==> src/rtl/alu_result_collector.sv <==
// First-word-fall-through collector for 6-bit signed ALU results ([0:5], bit 0 = MSB).
// Define ALU_RES_ACC_EN to add the saturating 10-bit running sum output `acc`.
module alu_result_collector #(
    parameter int DEPTH = 4  // power of two, 2..16
) (
    input  logic                     clk,
    input  logic                     rst,
    input  logic                     C_en,
    input  logic [0:5]               C,
    output logic                     out_valid,
    input  logic                     out_ready,
    output logic [0:5]               out_data,
    output logic [$clog2(DEPTH):0]   count,
    output logic                     full,
    output logic                     empty,
    output logic                     drop_err,
    input  logic                     clr_err
`ifdef ALU_RES_ACC_EN
    ,
    output logic [9:0]               acc
`endif
);

    localparam int AW = $clog2(DEPTH);
    localparam int CW = AW + 1;
    localparam logic [CW-1:0] DEPTH_C = CW'(DEPTH);

    logic [0:5]    mem [DEPTH];
    logic [AW-1:0] wr_ptr;
    logic [AW-1:0] rd_ptr;
    logic          push;
    logic          pop;
    logic          drop;

    assign full      = (count == DEPTH_C);
    assign empty     = (count == '0);
    assign out_valid = !empty;
    assign out_data  = empty ? 6'b0 : mem[rd_ptr];

    // Handshake: the head entry transfers on any edge where out_valid && out_ready;
    // out_ready is ignored while out_valid is low. A pop frees a slot for a push
    // on the same edge, so a full buffer with out_ready high never drops.
    assign pop  = out_valid && out_ready;
    assign push = C_en && (!full || pop);
    assign drop = C_en && full && !pop;

    always_ff @(posedge clk or posedge rst) begin
        if (rst) begin
            for (int i = 0; i < DEPTH; i++) begin
                mem[i] <= '0;
            end
            wr_ptr   <= '0;
            rd_ptr   <= '0;
            count    <= '0;
            drop_err <= 1'b0;
        end else begin
            if (push) begin
                mem[wr_ptr] <= C;
                wr_ptr      <= wr_ptr + AW'(1);
            end
            if (pop) begin
                rd_ptr <= rd_ptr + AW'(1);
            end
            case ({push, pop})
                2'b10:   count <= count + CW'(1);
                2'b01:   count <= count - CW'(1);
                default: count <= count;
            endcase
            // A drop on the same edge as a clear keeps the flag set.
            if (drop) begin
                drop_err <= 1'b1;
            end else if (clr_err) begin
                drop_err <= 1'b0;
            end
        end
    end

`ifdef ALU_RES_ACC_EN
    logic signed [10:0] acc_sum;

    assign acc_sum = $signed({acc[9], acc}) + $signed({{5{C[0]}}, C});

    // Only accepted results are summed; the sum clamps to [-512, 511] and holds there.
    always_ff @(posedge clk or posedge rst) begin
        if (rst) begin
            acc <= '0;
        end else if (push) begin
            if (acc_sum > 11'sd511) begin
                acc <= 10'h1FF;
            end else if (acc_sum < -11'sd512) begin
                acc <= 10'h200;
            end else begin
                acc <= acc_sum[9:0];
            end
        end
    end
`endif

endmodule

==> config.mk <==
export PLATFORM = sky130hd
export DESIGN_NAME = alu_result_collector
export DESIGN_NICKNAME = d
export VERILOG_FILES = /design/src/rtl/alu_result_collector.sv
export SDC_FILE = /design/constraint.sdc
export NUM_CORES = 1
export LEC_CHECK = 0
export ABC_AREA = 1
export CELL_PAD_IN_SITES_DETAIL_PLACEMENT = 1
export CELL_PAD_IN_SITES_GLOBAL_PLACEMENT = 1
export CORE_ASPECT_RATIO = 0.9
export CORE_MARGIN = 2
export CORE_UTILIZATION = 45
export CTS_BUF_LIST = sky130_fd_sc_hd__clkbuf_8
export DETAILED_ROUTE_END_ITERATION = 8
export GPL_TIMING_DRIVEN = 1
export PLACE_DENSITY = 0.84
export RECOVER_POWER = 25
export SETUP_SLACK_MARGIN = 0.3
export SYNTH_ARGS = -nofsm -noshare
export SYNTH_HDL_FRONTEND = slang
export SYNTH_SLANG_ARGS = --single-unit
==> constraint.sdc <==
create_clock -name clk -period 5.5 [get_ports clk]
set_input_delay 1.1 -clock clk [delete_from_list [all_inputs] [get_ports clk]]
set_output_delay 1.1 -clock clk [all_outputs]
set_load 0.02 [all_outputs]
==> run metrics <==
status finished, final reports clean; Post-CTS Setup Inserts 0; critical setup path kind flop to output pin; drt first-iter violations 80; vias per cell roughly 5.5; ANT cells 0; worst skew pair latency a little under 0.3 ns; vias in the first global route around 1.6k; via count between 1.5k and 2k; Root Driver clkbuf_8; Peak VDD IR roughly 0.32 mV; Top Ports 24; first-pass GRT wire length between 8 and 9 mm; Crit path top cell by count nand2_1; Port Buffers 23; die width 69.04 um; Final Max Slew Viols 0; slew of the pin with the lowest slew margin 1.109 ns; core region area 3679 um2; R2R Setup Slk ~3 ns; TritonCTS clock tree done; Max-Cap Viols 0; Avg Inst Size Synth around 8.2 um2; commonest non-fill, non-tap cells in the layout nand2_1, dfrtp_1, nand4_1; worst-path cell chain inv_1 > nand2_1 > nand2_1 > nand2_1 > a21oi_1 > clkdlybuf4s50_1; Final WS setup approximately 2.0 ns; highest clock rate between 0.2 and 0.3 GHz; chip height between 60 and 70 um; sequential area share after synthesis between 40% and 50%; Finished Cell Area roughly 2100 um2; startpoint types flop; GPL Wtd Cong 0.8181; synth warn 0; Wirelength per Cell around 17 um; Hold Path Depth 2; DRC 0; arrival time at the worst endpoint between 2 and 2.5 ns; Initial Util ~47%; total power between 0.001 and 0.0015 W; r2r worst-path depth 9; final net count 250; share of cells above drive strength 1 between 5 and 6%; final worst-path cycle share 62.96%; Min-Delay Path Class flop to flop; Post-Syn Area between 1500 and 2000 um2; CTS clock-pin slew for the worst setup and hold paths approximately 0.07 ns; DP Worst Slack around 2.0 ns; DPL Wire Length around 3.4 mm; Syn Nets ~230; GRT overflow 0; total track usage roughly a quarter; htree depth 2; slowest cell on the critical path clkdlybuf4s50_1; Pre-antenna DRT Iters 7; Pwr Density around 640 nW/um2; post_cts resized 0; Row Count 21; placed cell area between 1500 and 2000 um2; # clock sinks 32; P_leak around 1.0 nW; largest net degree at the start of global routing 33; initial antenna violation count 0; CTS Buffer Depth 2; setup violators final 0; Synth Instances 210; final core utilization between 50% and 60%; crit-path max FO 14; Die Area around 4300 um2; Hold Buf Count CTS 0; TNS Setup 0 ns; critical path's largest stage delay 0.62 ns; commonest non-fill, non-tap cell in the layout nand2_1; Area Growth Syn to Fin 20.45%; CP Capture Type output pin; Final Hold Vio Count 0; worst rel slew slack between 20% and 30%; minimum clock period after layout 3.463 ns; RSZ-0062 raised after global routing no; Clock Skew 0.008069 ns; Distinct cells, synth 21; required time worst endpoint approximately 4.4 ns; Yosys reg bits 32; post-route ant nets 0; total CTS buffers 5; Post-Route WL about 4.7 mm
-- state kept, by name (all words and copies together), names as in the netlist --
register  cells
wr_ptr        2
rd_ptr        2
count         3
drop_err      1
mem          24
-- worst paths after layout --
check                                      start               endpoint
min in group asynchronous                    rst    mem[11]$_DFFE_PP0P_
min reg2reg                   mem[1]$_DFFE_PP0P_     mem[1]$_DFFE_PP0P_
min                           mem[1]$_DFFE_PP0P_     mem[1]$_DFFE_PP0P_
max reg2reg                 count[0]$_DFFE_PP0P_   count[2]$_DFFE_PP0P_
max                        rd_ptr[0]$_DFFE_PP0P_            out_data[5]
max in group asynchronous                    rst  wr_ptr[0]$_DFFE_PP0P_
-- Yosys cell counts --
cell / instances / area share, %
a21oi_1: 6 / 1.8
ha_1: 5 / 3.7
nand3b_1: 1 / 0.44
dfrtp_1: 32 / 47
fa_1: 1 / 1.2
buf_2: 6 / 1.8
xnor2_1: 2 / 1.0
nand3_2: 1 / 0.58
nor2_2: 1 / 0.37
buf_6: 1 / 0.66
nor2_1: 12 / 2.6
xor2_1: 2 / 1.0
buf_4: 2 / 0.88
nand3_1: 4 / 1.2
nand2_2: 1 / 0.37
nand3_4: 3 / 3.1
o21ai_0: 9 / 2.6
nor3_1: 1 / 0.29
nand2_1: 82 / 18
inv_1: 14 / 3.1
nand4_1: 24 / 8.8
-- kinds of logic (layout without fill, tap and decap cells) --
family | count (synthesis) | in the layout | share of synthesized area [%]
fa+ha+maj | 6 | 6 | 4.821
simple gates | 130 | 130 | 35.65
buf+inv | 23 | 47 | 6.355
xor+xnor | 4 | 4 | 2.046
flops | 32 | 32 | 46.75
compound gates | 15 | 15 | 4.383
-- layer usage --
layer  part of all wire (%)  global-route usage (%)
met1                     44                   32.36
met2                     50                   39.66
met3                    4.2                   5.645
met4                    1.7                   7.353
met5                      0                       0
-- where the power goes --
part	internal (W)	switching, W	total, W
Sequential	0.000345	0.0000942	0.000439
Clock	0.000132	0.0000881	0.000221
Combinational	0.000258	0.000394	0.000652
Total	0.000735	0.000577	0.00131
-- per-stage QoR --
step / instances / hold WS (ns)
final: 280 / 0.4734
after global routing: 280 / 0.4984
after CTS: 280 / 0.4756
after detailed placement: 272 / 0.4581
after global placement: 272 / 0.4547
after floorplan: 210 / 0.4366
-- critical path: cells and delay by family (launching register included) --
family                 cells  cell delay (ns)
DFF                        1             0.58
buffers and inverters      2             1.03
AOI/OAI and AO/OA          1             0.18
and+or+nand+nor            3             0.29
-- final cells by class --
type	instances	area (um2)
clock inverter	3	38.79
sequential	32	800.8
inverter	14	52.55
tap	46	57.56
timing repair buffer	25	241.5
clock buffer	5	68.82
fill	467	1615
multi-input combinational	155	803.3
Power figures use the tool's default switching activity.
